[src/rtl/ex_muldiv_unit_if.sv]
// Request/result bundle between the EX-stage pipeline control and the multiply/divide unit.
interface ex_muldiv_unit_if #(
    parameter int WIDTH = 32
);
    logic             start;
    logic [2:0]       op;
    logic [WIDTH-1:0] a;
    logic [WIDTH-1:0] b;
    logic             flush;
    logic             busy;
    logic             done;
    logic [WIDTH-1:0] hi;
    logic [WIDTH-1:0] lo;

    modport master (
        output start, op, a, b, flush,
        input  busy, done, hi, lo
    );

    modport slave (
        input  start, op, a, b, flush,
        output busy, done, hi, lo
    );
endinterface

[src/rtl/ex_muldiv_unit.sv]
// Iterative MULT/MULTU/DIV/DIVU unit with HI/LO registers: one bit per cycle over WIDTH cycles,
// then a single sign-fix cycle that writes HI/LO and pulses done.
module ex_muldiv_unit #(
    parameter int WIDTH = 32
) (
    input  logic               clk_in,
    input  logic               rst,
    ex_muldiv_unit_if.slave    bus
);
    localparam int CW = $clog2(WIDTH);
    localparam logic [1:0] S_IDLE = 2'd0;
    localparam logic [1:0] S_CALC = 2'd1;
    localparam logic [1:0] S_FIX  = 2'd2;

    logic [1:0]         state_q, state_d;
    logic [CW-1:0]      cnt_q, cnt_d;
    logic [2*WIDTH-1:0] acc_q, acc_d;
    logic [WIDTH-1:0]   opnd_q, opnd_d;
    logic [WIDTH-1:0]   a_raw_q, a_raw_d;
    logic               is_div_q, is_div_d;
    logic               neg_q, neg_d;
    logic               rem_neg_q, rem_neg_d;
    logic               div0_q, div0_d;
    logic               done_q, done_d;
    logic [WIDTH-1:0]   hi_q, hi_d;
    logic [WIDTH-1:0]   lo_q, lo_d;

    logic               sgn_op;
    logic [WIDTH-1:0]   a_mag, b_mag;
    logic [WIDTH:0]     mul_sum;
    logic [2*WIDTH-1:0] mul_next;
    logic [WIDTH:0]     div_trial, div_diff;
    logic               div_ge;
    logic [2*WIDTH-1:0] div_next;
    logic [2*WIDTH-1:0] prod_fix;
    logic [WIDTH-1:0]   quo_fix, rem_fix;

    assign sgn_op = bus.op[0];
    assign a_mag  = (sgn_op && bus.a[WIDTH-1]) ? (~bus.a + 1'b1) : bus.a;
    assign b_mag  = (sgn_op && bus.b[WIDTH-1]) ? (~bus.b + 1'b1) : bus.b;

    // Multiply: acc = {partial product, remaining multiplier bits}, shifted right each cycle.
    assign mul_sum  = {1'b0, acc_q[2*WIDTH-1:WIDTH]} + (acc_q[0] ? {1'b0, opnd_q} : {(WIDTH+1){1'b0}});
    assign mul_next = {mul_sum, acc_q[WIDTH-1:1]};

    // Divide: acc = {partial remainder, dividend/quotient bits}, shifted left each cycle.
    assign div_trial = {acc_q[2*WIDTH-1:WIDTH], acc_q[WIDTH-1]};
    assign div_ge    = (div_trial >= {1'b0, opnd_q});
    assign div_diff  = div_trial - {1'b0, opnd_q};
    assign div_next  = {(div_ge ? div_diff[WIDTH-1:0] : div_trial[WIDTH-1:0]), acc_q[WIDTH-2:0], div_ge};

    assign prod_fix = neg_q ? (~acc_q + 1'b1) : acc_q;
    assign quo_fix  = neg_q ? (~acc_q[WIDTH-1:0] + 1'b1) : acc_q[WIDTH-1:0];
    assign rem_fix  = rem_neg_q ? (~acc_q[2*WIDTH-1:WIDTH] + 1'b1) : acc_q[2*WIDTH-1:WIDTH];

    always_comb begin
        state_d   = state_q;
        cnt_d     = cnt_q;
        acc_d     = acc_q;
        opnd_d    = opnd_q;
        a_raw_d   = a_raw_q;
        is_div_d  = is_div_q;
        neg_d     = neg_q;
        rem_neg_d = rem_neg_q;
        div0_d    = div0_q;
        done_d    = 1'b0;
        hi_d      = hi_q;
        lo_d      = lo_q;
        case (state_q)
            S_IDLE: begin
                // flush in IDLE drops any request, including MTHI/MTLO
                if (bus.start && !bus.flush) begin
                    if (!bus.op[2]) begin
                        state_d   = S_CALC;
                        cnt_d     = '0;
                        is_div_d  = bus.op[1];
                        neg_d     = sgn_op & (bus.a[WIDTH-1] ^ bus.b[WIDTH-1]);
                        rem_neg_d = sgn_op & bus.a[WIDTH-1];
                        div0_d    = (bus.b == '0);
                        a_raw_d   = bus.a;
                        if (bus.op[1]) begin
                            acc_d  = {{WIDTH{1'b0}}, a_mag};
                            opnd_d = b_mag;
                        end else begin
                            acc_d  = {{WIDTH{1'b0}}, b_mag};
                            opnd_d = a_mag;
                        end
                    end else if (!bus.op[1]) begin
                        if (bus.op[0]) lo_d = bus.a;
                        else           hi_d = bus.a;
                    end
                end
            end
            S_CALC: begin
                if (bus.flush) begin
                    state_d = S_IDLE;
                    cnt_d   = '0;
                end else begin
                    acc_d = is_div_q ? div_next : mul_next;
                    cnt_d = cnt_q + 1'b1;
                    if (cnt_q == CW'(WIDTH-1)) begin
                        state_d = S_FIX;
                        cnt_d   = '0;
                    end
                end
            end
            S_FIX: begin
                state_d = S_IDLE;
                if (!bus.flush) begin
                    done_d = 1'b1;
                    if (!is_div_q) begin
                        hi_d = prod_fix[2*WIDTH-1:WIDTH];
                        lo_d = prod_fix[WIDTH-1:0];
                    end else if (div0_q) begin
                        hi_d = a_raw_q;
                        lo_d = '1;
                    end else begin
                        hi_d = rem_fix;
                        lo_d = quo_fix;
                    end
                end
            end
            default: begin
                state_d = S_IDLE;
                cnt_d   = '0;
            end
        endcase
    end

    always_ff @(posedge clk_in or posedge rst) begin
        if (rst) begin
            state_q   <= S_IDLE;
            cnt_q     <= '0;
            acc_q     <= '0;
            opnd_q    <= '0;
            a_raw_q   <= '0;
            is_div_q  <= 1'b0;
            neg_q     <= 1'b0;
            rem_neg_q <= 1'b0;
            div0_q    <= 1'b0;
            done_q    <= 1'b0;
            hi_q      <= '0;
            lo_q      <= '0;
        end else begin
            state_q   <= state_d;
            cnt_q     <= cnt_d;
            acc_q     <= acc_d;
            opnd_q    <= opnd_d;
            a_raw_q   <= a_raw_d;
            is_div_q  <= is_div_d;
            neg_q     <= neg_d;
            rem_neg_q <= rem_neg_d;
            div0_q    <= div0_d;
            done_q    <= done_d;
            hi_q      <= hi_d;
            lo_q      <= lo_d;
        end
    end

    assign bus.busy = (state_q != S_IDLE);
    assign bus.done = done_q;
    assign bus.hi   = hi_q;
    assign bus.lo   = lo_q;
endmodule

[src/flat_wrapper.sv]
// flat-port wrapper written by rule: the top's interface ports become plain ports
module ex_muldiv_unit_flat 
#(
    parameter int WIDTH = 32
)
  (clk_in, rst, bus_start, bus_op, bus_a, bus_b, bus_flush, bus_busy, bus_done, bus_hi, bus_lo);
  ex_muldiv_unit_if #(.WIDTH(WIDTH)) bus_i ();
  input  logic clk_in;
  input  logic rst;
  input wire logic [$bits(bus_i.start)-1:0] bus_start;
  input wire logic [$bits(bus_i.op)-1:0] bus_op;
  input wire logic [$bits(bus_i.a)-1:0] bus_a;
  input wire logic [$bits(bus_i.b)-1:0] bus_b;
  input wire logic [$bits(bus_i.flush)-1:0] bus_flush;
  output wire logic [$bits(bus_i.busy)-1:0] bus_busy;
  output wire logic [$bits(bus_i.done)-1:0] bus_done;
  output wire logic [$bits(bus_i.hi)-1:0] bus_hi;
  output wire logic [$bits(bus_i.lo)-1:0] bus_lo;
  assign bus_i.start = bus_start;
  assign bus_i.op = bus_op;
  assign bus_i.a = bus_a;
  assign bus_i.b = bus_b;
  assign bus_i.flush = bus_flush;
  assign bus_busy = bus_i.busy;
  assign bus_done = bus_i.done;
  assign bus_hi = bus_i.hi;
  assign bus_lo = bus_i.lo;
  ex_muldiv_unit #(.WIDTH(WIDTH)) u_core (.clk_in(clk_in), .rst(rst), .bus(bus_i));
endmodule
[config.mk]
export PLATFORM = sky130hd
export DESIGN_NAME = ex_muldiv_unit_flat
export DESIGN_NICKNAME = d
export VERILOG_FILES = /design/src/rtl/ex_muldiv_unit_if.sv /design/src/rtl/ex_muldiv_unit.sv /design/src/flat_wrapper.sv
export SDC_FILE = /design/constraint.sdc
export NUM_CORES = 1
export LEC_CHECK = 0
export ABC_AREA = 1
export BUFFER_PORTS_ARGS = -buffer_cell sky130_fd_sc_hd__buf_2
export CORE_AREA = 2 2 215 217
export DETAILED_ROUTE_END_ITERATION = 10
export DIE_AREA = 0 0 217 219
export GPL_TIMING_DRIVEN = 0
export HOLD_SLACK_MARGIN = 0.12
export PLACE_DENSITY_LB_ADDON = 0.3
export SETUP_SLACK_MARGIN = 0.05
export SLEW_MARGIN = 30
export SYNTH_ARGS = -nofsm -noshare
export SYNTH_HDL_FRONTEND = slang
export SYNTH_SLANG_ARGS = --single-unit
[constraint.sdc]
create_clock -name clk_in -period 7.66 [get_ports clk_in]
set_input_delay 1.149 -clock clk_in [delete_from_list [all_inputs] [get_ports clk_in]]
set_output_delay 1.149 -clock clk_in [all_outputs]
set_load 0.02 [all_outputs]
==> results.ini, run 1 <==
[power_and_ir_drop]
cellLeakagePower_nw = 11.69
ir_drop_mv = 0.3712
power_density_nw_per_um2 = 396.5
p_total_w = 0.008910

[synthesis]
yosys_warnings = 0
syn_inst = 3422
synth_nets = 3565
synth_ff_type = dfrtp_1
synth_seq_cells = 204
synth-edff-count = 0
ys_seq_area_share_pct = 25.36
synthArstFlopShare_pct = 100.0
ys_types = 57
syn_area_um2 = 20130
avgSynthCellArea_um2 = 5.882

[floorplan]
start_util_pct = 44.64
die_w_um = 217
ios = 137
rows = 78
core-area_um2 = 45090
die_h_um = 219
die_area_um2 = 47520

[setup_path]
start_kind = register
reg2reg_slack_ns = 4.11
cp_slowest_cell = clkbuf_1
crit_family = simple AND/OR/NAND/NOR gates
endpoint = u_core.acc_q[61]$_DFFE_PP0P_
reg2reg_depth = 21
cp_slowest_stage_delay_ns = 0.49
cp_num_buf_inv = 6
reg2reg_to = u_core.acc_q[61]$_DFFE_PP0P_
cp_data_arrival_time_ns = 4.00
cp.depth = 21
critPathRequiredTime_ns = 8.11
cp-end-kind = register
crit_type = reg2reg
crit_fanout = 10
path_cells = buf_2, clkbuf_1, nand2_1, inv_1, ha_1, inv_1, fa_1, inv_1, nand2_1, o21ai_2, nand2_1, nand2_1, nand2_1, nand2_1, nand2_1, nand3_1, nand3_1, nand2_1, inv_1, nand2_1, nand2_1
timing.rr.start = u_core.acc_q[0]$_DFFE_PP0P_
cp_common_cell = nand2_1
worstSetupStartpoint = u_core.acc_q[0]$_DFFE_PP0P_

[clock_tree]
clockBufferDepth = 3
ctsHoldBuffers = 0
cts_tree = yes
numCtsBuffers = 24
htree_levels = 1
clk_latency_ns = 0.59
post_cts_buffers = 0
clockRootBuffer = clkbuf_16
cts.sinks = 204
ctsResizeCount = 0
path_clk_slew_ns = 0.06

[sta]
final-setup-viol-count = 0
fin_crit_sh_pct = 46.39
finalHoldViolCount = 0
rsz0062_at_grt = false
finalMaxSlewViolations = 0
fmax_mhz = 281.4
worst_hold_slack_ns = 0.4872
clock-skew-final_ns = 0.03877
finalCriticalPeriod_ns = 3.554
worst_pin_slew_ns = 1.010
max_slew_margin_pct = 32.68

[final_layout]
n_fill_cell = 5064
area_growth_pct = 11.65
regArea_um2 = 5105
nNetsFinal = 3728
final_common_cell = nand2_1
multi_input_area_um2 = 12870
final_cell_mix = nand2_1 (998), nor2_1 (524), inv_1 (407)
layout-drive-gt1-share_pct = 8.164

[global_route]
grt_use_total_pct = 40.20
grt_pass1_wl_mm = 141.6
grt_antenna_before_repair = 5
grt_max_degree = 89
gr-total-overflow = 0
first_global_vias = 22590

[run]
maxCapViolations = 0

[placement]
numPortBuffers = 135
dp.final_hpwl_mm = 79.96
gp_congestion = 1.036

[routing]
vias = 24550
wl_mm = 97.22
drc = 0
wire_per_inst_um = 23.12
drtIter0Drc = 3218
ant_nets = 0
viasPerCell = 5.839
first_pass_iters = 6

[run_status]
status = complete, no violations

[hold_path]
hold_path.class = reg2reg

[how the worst min path moves through the flow]
stage / cells past startpoint / to / startpoint
6_report: 2 / u_core.a_raw_q[0]$_DFFE_PP0P_ / u_core.a_raw_q[0]$_DFFE_PP0P_
5_1_grt: 2 / u_core.a_raw_q[1]$_DFFE_PP0P_ / u_core.a_raw_q[1]$_DFFE_PP0P_
4_1_cts: 2 / u_core.a_raw_q[2]$_DFFE_PP0P_ / u_core.a_raw_q[2]$_DFFE_PP0P_
3_5_place_dp: 2 / u_core.a_raw_q[2]$_DFFE_PP0P_ / u_core.a_raw_q[2]$_DFFE_PP0P_
3_3_place_gp: 2 / u_core.a_raw_q[2]$_DFFE_PP0P_ / u_core.a_raw_q[2]$_DFFE_PP0P_
2_1_floorplan: 2 / u_core.a_raw_q[0]$_DFFE_PP0P_ / u_core.a_raw_q[0]$_DFFE_PP0P_
[flip-flops by register name (all words and copies together), names as in the netlist, 2 cells and up]
register,count
u_core.bus.lo,32
u_core.bus.hi,32
u_core.a_raw_q,32
u_core.state_q,2
u_core.opnd_q,32
u_core.cnt_q,5
u_core.acc_q,64
[layout make-up]
class	count	area share (%)
clock inverters	10	0.6903
well taps	600	3.340
flip-flops and latches	204	22.71
repair buffers	137	3.251
diodes	4	0.04454
inverters	422	7.093
plain buffers	127	2.522
multi-input cells	2669	57.27
clock buffers	32	3.073
[stage by stage]
step	util, %	setup slack (ns)	setup TNS (ns)	cell area (um2)	cells
after floorplan	-	0.9436	0	20130	3422
after global placement	47.81	-1.774	-353.36	21560	4157
after detailed placement	47.95	4.164	0	21620	4159
after CTS	49.82	4.227	0	22460	4201
after global routing	49.82	3.900	0	22460	4201
final	49.84	4.106	0	22470	4205
[power by group]
| group | switching, W | total [W] | internal (W) |
|---|---|---|---|
| clock | 0.000527 | 0.00126 | 0.000735 |
| sequential | 0.000563 | 0.00202 | 0.00146 |
| combinational | 0.00395 | 0.00563 | 0.00168 |
[routing by layer]
metal / GRT usage, % / vias up / part of all wire [%] / wire, um
li1: - / 11360 / - / -
met1: 52.68 / 11510 / 40 / 39000
met2: 61.08 / 1402 / 42 / 41160
met3: 9.148 / 275 / 11 / 10390
met4: 22.65 / 6 / 6.8 / 6632
met5: 0 / - / 0.035 / 34
[kinds of logic (layout without fill, tap and decap cells)]
kind of cell | count (synthesis) | in the layout | synth area share (%)
AND/OR/NAND/NOR | 1958 | 1958 | 40.51
flip-flops | 204 | 204 | 25.36
AO/OA/AOI/OAI | 563 | 563 | 15.57
adder cells (fa/ha/maj) | 72 | 72 | 4.550
buffers and inverters | 549 | 728 | 10.70
XOR/XNOR | 76 | 76 | 3.307
other | 0 | 4 | 0
[Yosys cell counts (12+ instances only)]
master | n | area (um2)
nand2_1 | 998 | 3746
nor2_1 | 524 | 1967
inv_1 | 408 | 1531
nand3_1 | 277 | 1386
o21ai_0 | 216 | 1081
a21oi_1 | 211 | 1056
dfrtp_1 | 204 | 5105
ha_1 | 70 | 875.8
clkbuf_1 | 66 | 247.7
xor2_1 | 65 | 569.3
nand4_1 | 54 | 337.8
nor3_1 | 37 | 185.2
buf_2 | 34 | 170.2
o211ai_1 | 27 | 202.7
o21ai_1 | 19 | 95.09
buf_1 | 17 | 63.81
a22oi_1 | 16 | 120.1
a31oi_1 | 15 | 93.84
nand2_2 | 13 | 81.33
nand3b_1 | 13 | 97.59
o21bai_1 | 12 | 90.09
[tightest hold or removal path, cell delays in order (launching register included)]
cell     delay (ns)
dfrtp_1        0.34
nand2_1        0.05
o21ai_0        0.06
(Power assumes the default switching activity.)
==> inputs of run 2 (changes only) <==
==> constraint.sdc (replaced) <==
create_clock -name clk_in -period 3.3 [get_ports clk_in]
set_input_delay 0.495 -clock clk_in [delete_from_list [all_inputs] [get_ports clk_in]]
set_output_delay 0.495 -clock clk_in [all_outputs]
set_load 0.02 [all_outputs]
==> run 2 against run 1 <==
Compared with the run above:
- global-route usage increased by 0.43 points
- register-to-register slack got worse by 3.9 ns
- maximum frequency increased by 16%
- design area increased by 1.0%
- core utilization increased by 0.50 points
- critical path type unchanged
- largest power group unchanged
==> results.ini, run 2 (synthesized netlist as in run 1, its figures left out) <==
[final_layout]
nNetsFinal = 3736  ; +0.21%
stdcell_count = 4212  ; +0.17%
final_common_cell = nand2_1
n_fill_cell = 4942  ; -2.4%
area_growth_pct = 12.76
final_cell_mix = nand2_1 (997), nor2_1 (524), inv_1 (406)
layout-drive-gt1-share_pct = 8.557  ; +0.39 points
multi_input_area_um2 = 12890  ; +0.12%
regArea_um2 = 5105  ; unchanged
regMostFlops = u_core.acc_q
largest_register_ff_count = 64  ; unchanged

[clock_tree]
htree_levels = 1  ; unchanged
numCtsBuffers = 25  ; +4.2%
clockRootBuffer = clkbuf_16
clockBufferDepth = 3  ; unchanged
clk_latency_ns = 0.58  ; about the same
path_clk_slew_ns = 0.06  ; about the same
cts_tree = yes
post_cts_buffers = 0  ; unchanged
cts.sinks = 204  ; unchanged

[sta]
clock-skew-final_ns = 0.03056  ; -0.008203 ns
finalSetupTns_ns = 0  ; unchanged
final-setup-viol-count = 0  ; unchanged
finalHoldViolCount = 0  ; unchanged
finalMaxSlewViolations = 0  ; unchanged
finalCriticalPeriod_ns = 3.072  ; -0.4816 ns
fin_crit_sh_pct = 93.09  ; +47 points
fmax_mhz = 325.5  ; +16%
worst_hold_slack_ns = 0.1632  ; -0.3240 ns
max_slew_margin_pct = 36.04  ; +3.4 points
rsz0062_at_grt = true
worst_pin_slew_ns = 0.9594  ; -0.05041 ns

[setup_path]
crit_type = reg2reg
worstSetupStartpoint = u_core.acc_q[31]$_DFFE_PP0P_
cp-end-kind = register
start_kind = register
timing.rr.start = u_core.acc_q[31]$_DFFE_PP0P_
reg2reg_slack_ns = 0.23  ; -3.88 ns
reg2reg_depth = 17  ; -19%
critPathRequiredTime_ns = 3.75  ; -4.36 ns
cp_data_arrival_time_ns = 3.52  ; -0.48 ns
crit_fanout = 7  ; -3
reg2reg_to = u_core.acc_q[60]$_DFFE_PP0P_

[hold_path]
whs_endpoint = u_core.bus.done$_DFF_PP0_
hold_path.class = in2reg
min_from = bus_flush
hold_depth = 2  ; unchanged

[power_and_ir_drop]
seq_power_share_pct = 22.3  ; -0.4 points
ir_drop_mv = 0.8846  ; +140%
p_comb_share_pct = 62.5  ; -0.7 points
p_sw_share_pct = 56.05  ; -0.53 points
cellLeakagePower_nw = 11.79  ; +0.81%
power_density_nw_per_um2 = 924.7  ; +130%
clkPwrFrac_pct = 15.2  ; +1.0 points
netSwitchingPower_w = 0.01176  ; +130%
p_int_w = 0.009224  ; +140%

[run]
maxCapViolations = 0  ; unchanged

[routing]
drc = 0  ; unchanged
drtIter0Drc = 3179  ; -1.2%
ant_nets = 0  ; unchanged
wire_per_inst_um = 23.21  ; +0.38%
wl_mm = 97.75  ; +0.55%
first_pass_iters = 6  ; unchanged
viasPerCell = 5.845  ; +0.11%
vias = 24620  ; +0.27%

[floorplan]
die_area_um2 = 47520  ; unchanged
start_util_pct = 44.64  ; unchanged
die_w_um = 217  ; unchanged
rows = 78  ; unchanged
die_h_um = 219  ; unchanged
ios = 137  ; unchanged
core-area_um2 = 45090  ; unchanged

[run_status]
status = complete, no violations

[placement]
dp.final_hpwl_mm = 81.08  ; +1.4%
gp_congestion = 1.024  ; -1.1%
dp_cells = 4165  ; +0.14%
numPortBuffers = 135  ; unchanged

[global_route]
first_global_vias = 22710  ; +0.49%
grt_use_total_pct = 40.63  ; +0.43 points
grt_antenna_before_repair = 4  ; -1
gr-total-overflow = 0  ; unchanged
grt_pass1_wl_mm = 142.5  ; +0.63%
grt_max_degree = 30  ; -66%

## run 2: cell count changes in the layout (fill, tap and decap cells not counted), moves of 3 or more
| cell | previous run | this run |
|---|---|---|
| buf_12 | 0 | 6 |
| bufinv_16 | 3 | 6 |
| clkbuf_1 | 68 | 65 |
| clkbuf_8 | 6 | 3 |
| clkinv_4 | 0 | 4 |
| diode_2 | 4 | 1 |
## run 2: power by group through the flow
stage	clock network [W]	logic (W)	registers [W]
global placement	0	0.0127	0.00465
global route	0.00327	0.0143	0.00473
floorplan	0	0.00821	0.00455
detailed placement	0	0.0127	0.00465
finish	0.00319	0.0131	0.00469
CTS	0.00319	0.0128	0.00462
## run 2: through the flow
stage	util, %	total power, W	area, um2	worst slack (ns)
2_1_floorplan	-	0.01276	20130	0.1607
3_3_place_gp	47.82	0.01736	21560	-1.331
3_5_place_dp	48.20	0.01735	21730	-0.1799
4_1_cts	50.29	0.02059	22670	0.1518
5_1_grt	50.34	0.02231	22700	0.01644
6_report	50.34	0.02099	22700	0.2280
## run 2: worst max-delay path, cell delays in order, from the launching register on
cell and delay [ns]:
dfrtp_1 0.45, clkinvlp_4 0.31, ha_1 0.27, inv_1 0.14
fa_1 0.32, nand2_1 0.09, nand3_1 0.18, nand2_1 0.08
nand2_1 0.20, nand2_1 0.08, nand2_1 0.12, nand2_1 0.14
nand2_1 0.09, nand2_1 0.05, nand3_1 0.20, nand2_1 0.08
nand2_1 0.08, nand2_1 0.05
## run 2: layout make-up
type	count	share of cell area, %
Tap cell	600	3.307
Clock buffer	30	2.971
Timing Repair Buffer	144	3.793
Clock inverter	15	1.097
Multi-Input combinational cell	2669	56.77
Buffer	127	2.536
Inverter	422	7.023
Antenna cell	1	0.01102
Sequential cell	204	22.49
## run 2: what timing repair did
action	CTS	global route
endpoints found under the hold margin	12	0
hold buffers	1	0
setup endpoints to repair	9	9
resized for setup	3	9
## run 2: how the worst max path moves through the flow
| stage | to | slack [ns] | cells after the start |
|---|---|---|---|
| finish | u_core.acc_q[60]$_DFFE_PP0P_ | 0.23 | 17 |
| global route | u_core.acc_q[61]$_DFFE_PP0P_ | 0.02 | 21 |
| CTS | u_core.acc_q[61]$_DFFE_PP0P_ | 0.15 | 21 |
| detailed placement | u_core.acc_q[61]$_DFFE_PP0P_ | -0.18 | 21 |
| global placement | u_core.opnd_q[20]$_DFFE_PP0P_ | -1.33 | 2 |
| floorplan | u_core.a_raw_q[0]$_DFFE_PP0P_ | 0.16 | 1 |
## run 2: per-layer routing
metal / global-route usage, % / share of wire (%) / up-vias
met5: 0 / 0.047 / -
met4: 25.62 / 7.5 / 8
met3: 9.258 / 11 / 340
met2: 61.25 / 42 / 1490
met1: 52.59 / 40 / 11390
li1: - / - / 11390
